`config.mk`:
```
export PLATFORM = sky130hd
export DESIGN_NAME = mul_div_unit
export DESIGN_NICKNAME = d
export VERILOG_FILES = /design/src/rtl/mul_div_unit_pkg.sv /design/src/rtl/mul_div_unit_negate.sv /design/src/rtl/mul_div_unit.sv
export SDC_FILE = /design/constraint.sdc
export NUM_CORES = 1
export LEC_CHECK = 0
export CAP_MARGIN = 20
export CORE_MARGIN = 3
export CORE_UTILIZATION = 40
export CTS_BUF_LIST = sky130_fd_sc_hd__clkbuf_4
export DETAILED_ROUTE_END_ITERATION = 7
export SETUP_SLACK_MARGIN = 0.1
export SLEW_MARGIN = 5
export SYNTH_ARGS = -nofsm -noshare
export SYNTH_HDL_FRONTEND = slang
export SYNTH_HIERARCHICAL = 1
export SYNTH_SLANG_ARGS = --single-unit
```
`constraint.sdc`:
```
create_clock -name clock -period 3.1 [get_ports clock]
set_clock_uncertainty 0.15 [all_clocks]
set_input_delay 0.62 -clock clock [delete_from_list [all_inputs] [get_ports clock]]
set_output_delay 0.62 -clock clock [all_outputs]
set_load 0.1 [all_outputs]
```
`src/rtl/mul_div_unit_pkg.sv`:
```
// Operation and FSM state encodings shared by the iterative multiply/divide unit.
package mul_div_unit_pkg;

   localparam logic [1:0] MD_MULT  = 2'b00;
   localparam logic [1:0] MD_MULTU = 2'b01;
   localparam logic [1:0] MD_DIV   = 2'b10;
   localparam logic [1:0] MD_DIVU  = 2'b11;

   localparam logic [1:0] MD_IDLE = 2'd0;
   localparam logic [1:0] MD_CALC = 2'd1;
   localparam logic [1:0] MD_FIX  = 2'd2;

   function automatic logic is_signed_op(input logic [1:0] op);
      return ~op[0];
   endfunction

   function automatic logic is_div_op(input logic [1:0] op);
      return op[1];
   endfunction

endpackage

```
`src/rtl/mul_div_unit_negate.sv`:
```
// md_negate: combinational conditional two's-complement negator. carry_in lets two
// instances be chained into a wider negation (upper half takes carry when lower half is zero).
module md_negate #(
   parameter int W = 32
) (
   input  logic [W-1:0] value,
   input  logic         neg,
   input  logic         carry_in,
   output logic [W-1:0] result
);

   assign result = neg ? (~value + {{(W-1){1'b0}}, carry_in}) : value;

endmodule

```
`src/rtl/mul_div_unit.sv`:
```
// mul_div_unit: iterative MULT/MULTU/DIV/DIVU into HI/LO with MTHI/MTLO writes.
// Optional macro MULDIV_EARLY_OUT_EN: multiplies leave CALC once the remaining multiplier bits are zero.
module mul_div_unit
   import mul_div_unit_pkg::*;
#(
   parameter int N  = 32,
   parameter int CW = 6
) (
   input  logic         clock,
   input  logic         reset,
   input  logic         start,
   input  logic [1:0]   op,
   input  logic [N-1:0] inA,
   input  logic [N-1:0] inB,
   input  logic         hi_wen,
   input  logic         lo_wen,
   input  logic [N-1:0] wd,
   output logic         busy,
   output logic         done,
   output logic [N-1:0] hi,
   output logic [N-1:0] lo
);

   localparam logic [CW-1:0] LAST_COUNT = CW'(N - 1);

   logic [1:0]     state_reg;
   logic [CW-1:0]  count_reg;
   logic [1:0]     op_reg;
   logic           sdiff_reg, aneg_reg, dz_reg, done_reg;
   logic [2*N-1:0] acc_reg, mcand_reg;
   logic [N-1:0]   mplier_reg, hi_reg, lo_reg;

   logic           a_neg, b_neg;
   logic [N-1:0]   mag_a, mag_b;

   assign a_neg = is_signed_op(op) & inA[N-1];
   assign b_neg = is_signed_op(op) & inB[N-1];

   md_negate #(.W(N)) u_neg_a (.value(inA), .neg(a_neg), .carry_in(1'b1), .result(mag_a));
   md_negate #(.W(N)) u_neg_b (.value(inB), .neg(b_neg), .carry_in(1'b1), .result(mag_b));

   // Divide keeps remainder in acc upper half and shifts quotient bits into the lower half.
   logic [N:0]     div_diff;
   logic [2*N-1:0] acc_step;
   logic           calc_exit;

   assign div_diff = acc_reg[2*N-1:N-1] - {1'b0, mplier_reg};

   always_comb begin
      acc_step = acc_reg;
      if (is_div_op(op_reg)) begin
         if (!div_diff[N])
            acc_step = {div_diff[N-1:0], acc_reg[N-2:0], 1'b1};
         else
            acc_step = {acc_reg[2*N-2:0], 1'b0};
      end else if (mplier_reg[0]) begin
         acc_step = acc_reg + mcand_reg;
      end
   end

`ifdef MULDIV_EARLY_OUT_EN
   assign calc_exit = (count_reg == LAST_COUNT) ||
                      (!is_div_op(op_reg) && (mplier_reg[N-1:1] == '0));
`else
   assign calc_exit = (count_reg == LAST_COUNT);
`endif

   // Sign correction: the low-half carry chains into the high half only for the 2N-bit product.
   logic         hi_neg, lo_neg, hi_cin;
   logic [N-1:0] hi_fix, lo_fix;

   always_comb begin
      lo_neg = sdiff_reg;
      hi_neg = sdiff_reg;
      hi_cin = (acc_reg[N-1:0] == '0);
      if (is_div_op(op_reg)) begin
         hi_neg = aneg_reg;
         hi_cin = 1'b1;
      end
   end

   md_negate #(.W(N)) u_fix_lo (.value(acc_reg[N-1:0]),   .neg(lo_neg), .carry_in(1'b1),   .result(lo_fix));
   md_negate #(.W(N)) u_fix_hi (.value(acc_reg[2*N-1:N]), .neg(hi_neg), .carry_in(hi_cin), .result(hi_fix));

   always_ff @(posedge clock or negedge reset) begin
      if (!reset) begin
         state_reg  <= MD_IDLE;
         count_reg  <= '0;
         op_reg     <= MD_MULT;
         sdiff_reg  <= 1'b0;
         aneg_reg   <= 1'b0;
         dz_reg     <= 1'b0;
         done_reg   <= 1'b0;
         acc_reg    <= '0;
         mcand_reg  <= '0;
         mplier_reg <= '0;
         hi_reg     <= '0;
         lo_reg     <= '0;
      end else begin
         done_reg <= 1'b0;
         case (state_reg)
            MD_IDLE: begin
               if (hi_wen) hi_reg <= wd;
               if (lo_wen) lo_reg <= wd;
               if (start) begin
                  state_reg  <= MD_CALC;
                  count_reg  <= '0;
                  op_reg     <= op;
                  sdiff_reg  <= a_neg ^ b_neg;
                  aneg_reg   <= a_neg;
                  dz_reg     <= is_div_op(op) && (inB == '0);
                  mplier_reg <= mag_b;
                  if (is_div_op(op)) begin
                     acc_reg   <= {{N{1'b0}}, mag_a};
                     mcand_reg <= '0;
                  end else begin
                     acc_reg   <= '0;
                     mcand_reg <= {{N{1'b0}}, mag_a};
                  end
               end
            end
            MD_CALC: begin
               acc_reg   <= acc_step;
               count_reg <= count_reg + CW'(1);
               if (!is_div_op(op_reg)) begin
                  mcand_reg  <= mcand_reg << 1;
                  mplier_reg <= mplier_reg >> 1;
               end
               if (calc_exit) state_reg <= MD_FIX;
            end
            MD_FIX: begin
               hi_reg    <= hi_fix;
               lo_reg    <= dz_reg ? '1 : lo_fix;
               done_reg  <= 1'b1;
               state_reg <= MD_IDLE;
            end
            default: state_reg <= MD_IDLE;
         endcase
      end
   end

   assign busy = (state_reg != MD_IDLE);
   assign done = done_reg;
   assign hi   = hi_reg;
   assign lo   = lo_reg;

endmodule

```
==> flow_results.org <==
** Status
- Status :: finished with violations
- Failing checks :: negative setup slack

** Setup path
- Counting both buffers and inverters, the worst setup path holds a total of 2.
- In this design, the stage delay of the slowest critical-path cell is 0.45 ns.
- The kind of cell with the highest combined delay along the critical path is compound AO/OA/AOI/OAI gates.
- Cell with the largest stage delay on the worst path :: dfrtp_2
- Highest net fanout along the worst path :: 3
- Worst Path Class, Setup :: flop to flop
- Counting cells, the worst reg-to-reg path comes to 13.
- Required time at the worst-slack endpoint :: 3.60 ns
- Category of the worst setup path capture point :: flop
- Counting buffers and inverters, the worst setup path is 13 cells deep.
- Data on the critical path arrives at its endpoint at 3.76 ns.
- The signal on the critical path passes through buf_12, ha_4, a21oi_4, o21ai_2, a221o_1, o21bai_4, a221o_1, or2_4, a21oi_4, buf_6, xnor2_4, a22oi_2, o21ai_2.
- STA classifies the critical path startpoint as a flop.

** Layout
- Multi-input combinational cell area :: 15100 sq um
- Fill cells :: 4447
- Share of post-route cells with drive strength above 1 :: 32.2%
- Register area :: 5950 sq um
- Compared with the post-synthesis result, the final layout area differs by 45.7%.
- Post-layout nets :: 3319
- Most frequent cells in the layout :: buf_4 (548), nand2_1 (319), dfrtp_1 (221), nor2_1 (166), xnor2_1 (150)
- Commonest non-fill, non-tap cell in the layout :: buf_4

** STA
- Once routing completed, OpenROAD measured the worst setup slack at -0.164 ns.
- Setup total negative slack on the finished layout was measured at -2.59 ns.
- Worst-Margin Slew :: 0.764 ns
- The hold violation count in the final report was 0.
- Share of the clock period used by the worst path after layout :: 105%
- The routed design could run at a clock period as short as 3.26 ns.
- Worst relative slew slack :: 49.0%
- Timing would allow up to 306 MHz.
- Setup repair after global routing could not meet its margin everywhere.
- Endpoints failing setup :: 40
- Final-report max-slew violation count :: 0

** Yosys
- For this run, asynchronously set or reset flops after synthesis account for 100%.
- Of the synthesized area, sequential elements account for 29.8%.
- In this run the mean area of a mapped cell was 8.10 sq um.
- Flop and latch count out of synthesis :: 237
- Counting every instance in the synthesized netlist gives 2459.
- Counting flops with a built-in enable in the synthesized netlist gives 0.
- The most used flip-flop cell after synthesis is dfrtp_1.
- During synthesis, Yosys emitted a total of 6 warnings.
- Count of cell types in the netlist :: 80
- The cell area that synthesis handed to floorplanning was 19900 sq um.

** Drt
- In this run, the number of DRC markers left after iteration 0 of detailed routing was 2003.
- After detailed routing, the average wire length per cell comes to 20.9 um.
- Drt pass-1 iters :: 6
- Across all layers, the routed design uses 21900 vias.
- Post-detailed-route count of antenna-violating nets :: 0
- Via-to-Cell Ratio :: 5.73
- Final routed wirelength across all metal layers :: 80100 um
- In the routed design, unresolved DRC markers number 0.

** Global routing
- In this run the most used layer during global routing was met2.
- The number of global-route vias before repair is 21400.
- Pin count of the biggest net entering global routing :: 86
- Grt total ovfl :: 0
- In the global route stage, overall resource usage came out at 29.6%.
- Global routing usage on met2 :: 44.5%
- Global routing used 42.8% of the available met1 tracks.
- First-pass GRT wire length :: 123000 um
- The initial antenna violation count was 1.
- Met3 Use GR :: 5.50%

** Power
- Switching power of the nets :: 18.5 mW
- Registers are responsible for 16.2% of the overall power.
- Net switching is 51.1% of the power.
- In this run, the clock network consumes 9.1% of the power.
- The design draws 36.1 mW.
- Combinational logic burns 74.6% of the power.
- Maximum vdd ir drop :: 671 uV
- In this run the static leakage power is 12.7 nW.
- Total power per unit cell area :: 1250 nW/um^2
- P_int :: 17.7 mW

** Placement
- Buffers placed on the I/O ports in this run total 168.
- Detailed placement finished with a half-perimeter wire length of 61600 um.
- Gp weighted congestion :: 0.997

** Floorplan
- The floorplan step defined a core boundary enclosing 49100 sq um.
- Die X :: 229 um
- Pin placement for this block handled 169 I/O pins.
- Overall die area :: 52500 sq um
- Initial standard-cell utilization of the core :: 40.6%
- Vertical die dimension :: 229 um
- The floorplan has 81 rows.

** Run
- Across the run, the number of max-cap violations was 0.

** CTS
- Number of H-tree levels :: 3
- CTS tree :: yes
- After clock tree synthesis, the clock-pin slew on the worst setup and hold paths is 0.07 ns.
- The tree is rooted in a clkbuf_4.
- No sink is reached through more buffers than the 3 on the longest clock path.
- Clock latency on the worst-skew pair :: 0.82 ns
- The number of clock buffers added by TritonCTS is 74.
- Count of clock tree sinks :: 237

** Worst hold path
- In this run the worst hold path is classified as primary input to asynchronous set/reset pin.
==> synth_stat cells, drive strengths merged, types with 19 or more instances <==
library cell  count  area (sq um)
nand2           325          1220
dfrtp           237          5930
o21ai           215          1080
nor2            172           646
xnor2           169          1480
a21oi           150           758
clkbuf          131           493
ha              108          1350
o31ai            89           673
inv              66           248
mux2i            58           581
nor3             58           290
a31oi            55           344
a21o             54           405
nand4            48           300
nor3b            41           308
nand3            38           210
a22o             37           324
nor4             34           238
xor2             31           272
o41ai            29           284
o21bai           22           165
nand2b           21           131
o211ai           21           163
or4              19           173
==> cell type report <==
type                       instances  share of cell area (%)
timing repair buffer             711                    20.5
multi-input combinational       2015                    51.9
inverter                          67                   0.867
clock inverter                    37                   0.832
antenna                            1                 0.00863
sequential                       237                    20.5
tap                              664                    2.86
clock buffer                      95                    2.46
==> worst reg2reg max path, cell delays in order, from the launching register on <==
cell and delay [ns]:
dfrtp_2 0.45, buf_12 0.14, ha_4 0.22, a21oi_4 0.13, o21ai_2 0.10, a221o_1 0.36, o21bai_4 0.18, a221o_1 0.37
or2_4 0.31, a21oi_4 0.21, buf_6 0.14, xnor2_4 0.07, a22oi_2 0.15, o21ai_2 0.10
==> metrics by stage <==
step | cell area [sq um] | setup slack, ns | util [%] | std cells | hold WS, ns
global route | 29000 | -0.292 | 59.1 | 3827 | 0.270
detailed placement | 25900 | -0.515 | 52.7 | 3634 | 0.307
global placement | 25900 | -0.399 | 52.7 | 3634 | 0.303
floorplan | 20300 | 0.00286 | - | 2464 | 0.174
CTS | 28100 | -0.121 | 57.4 | 3805 | 0.213
finish | 29000 | -0.164 | 59.1 | 3827 | 0.255
==> final timing paths <==
| path | start | slack, ns | endpoint |
|---|---|---|---|
| hold reg to reg | lo[0] | 0.32 | lo[0] |
| hold / removal | reset | 0.25 | lo[3] |
| setup / recovery | acc_reg[32] | -0.16 | acc_reg[45] |
| max in group asynchronous | reset | 1.64 | mcand_reg[48] |
| min in group clock | lo[0] | 0.32 | lo[0] |
| setup reg to reg | acc_reg[32] | -0.16 | acc_reg[45] |
==> cell families (layout without fill, tap and decap cells) <==
kind of cell / count (synthesis) / count (layout) / share of synthesized area (%)
AO/OA/AOI/OAI: 785 / 785 / 26.1
XOR/XNOR: 200 / 200 / 8.80
adder cells (fa/ha/maj): 110 / 110 / 6.99
buffers and inverters: 212 / 910 / 4.04
flip-flops: 237 / 237 / 29.8
multiplexers: 64 / 64 / 3.25
other: 1 / 7 / 0.0188
AND/OR/NAND/NOR: 850 / 850 / 21.0
==> per-layer routing <==
| metal | share of wire [%] | up-vias |
|---|---|---|
| li1 | - | 10400 |
| met1 | 47 | 10600 |
| met2 | 43 | 838 |
| met3 | 7.7 | 114 |
| met4 | 2.9 | 0 |
| met5 | 0 | - |
==> power by group through the flow <==
stage | Sequential (mW) | Clock (mW) | Combinational, mW
finish | 5.87 | 3.30 | 27.0
global route | 5.99 | 3.58 | 28.7
CTS | 5.81 | 3.40 | 25.3
detailed placement | 5.82 | 0 | 23.2
global placement | 5.76 | 0 | 23.0
floorplan | 8.76 | 0 | 11.2
==> what timing repair did <==
action                                  in CTS  in global routing
gates resized for setup                    225                145
setup buffers                               38                 24
pin swaps                                  106                110
endpoints found under the setup margin      66                 76
hold buffers                                 1                  0
endpoints found under the hold margin       71                  0
No activity file was read; power rests on OpenSTA's default activity.
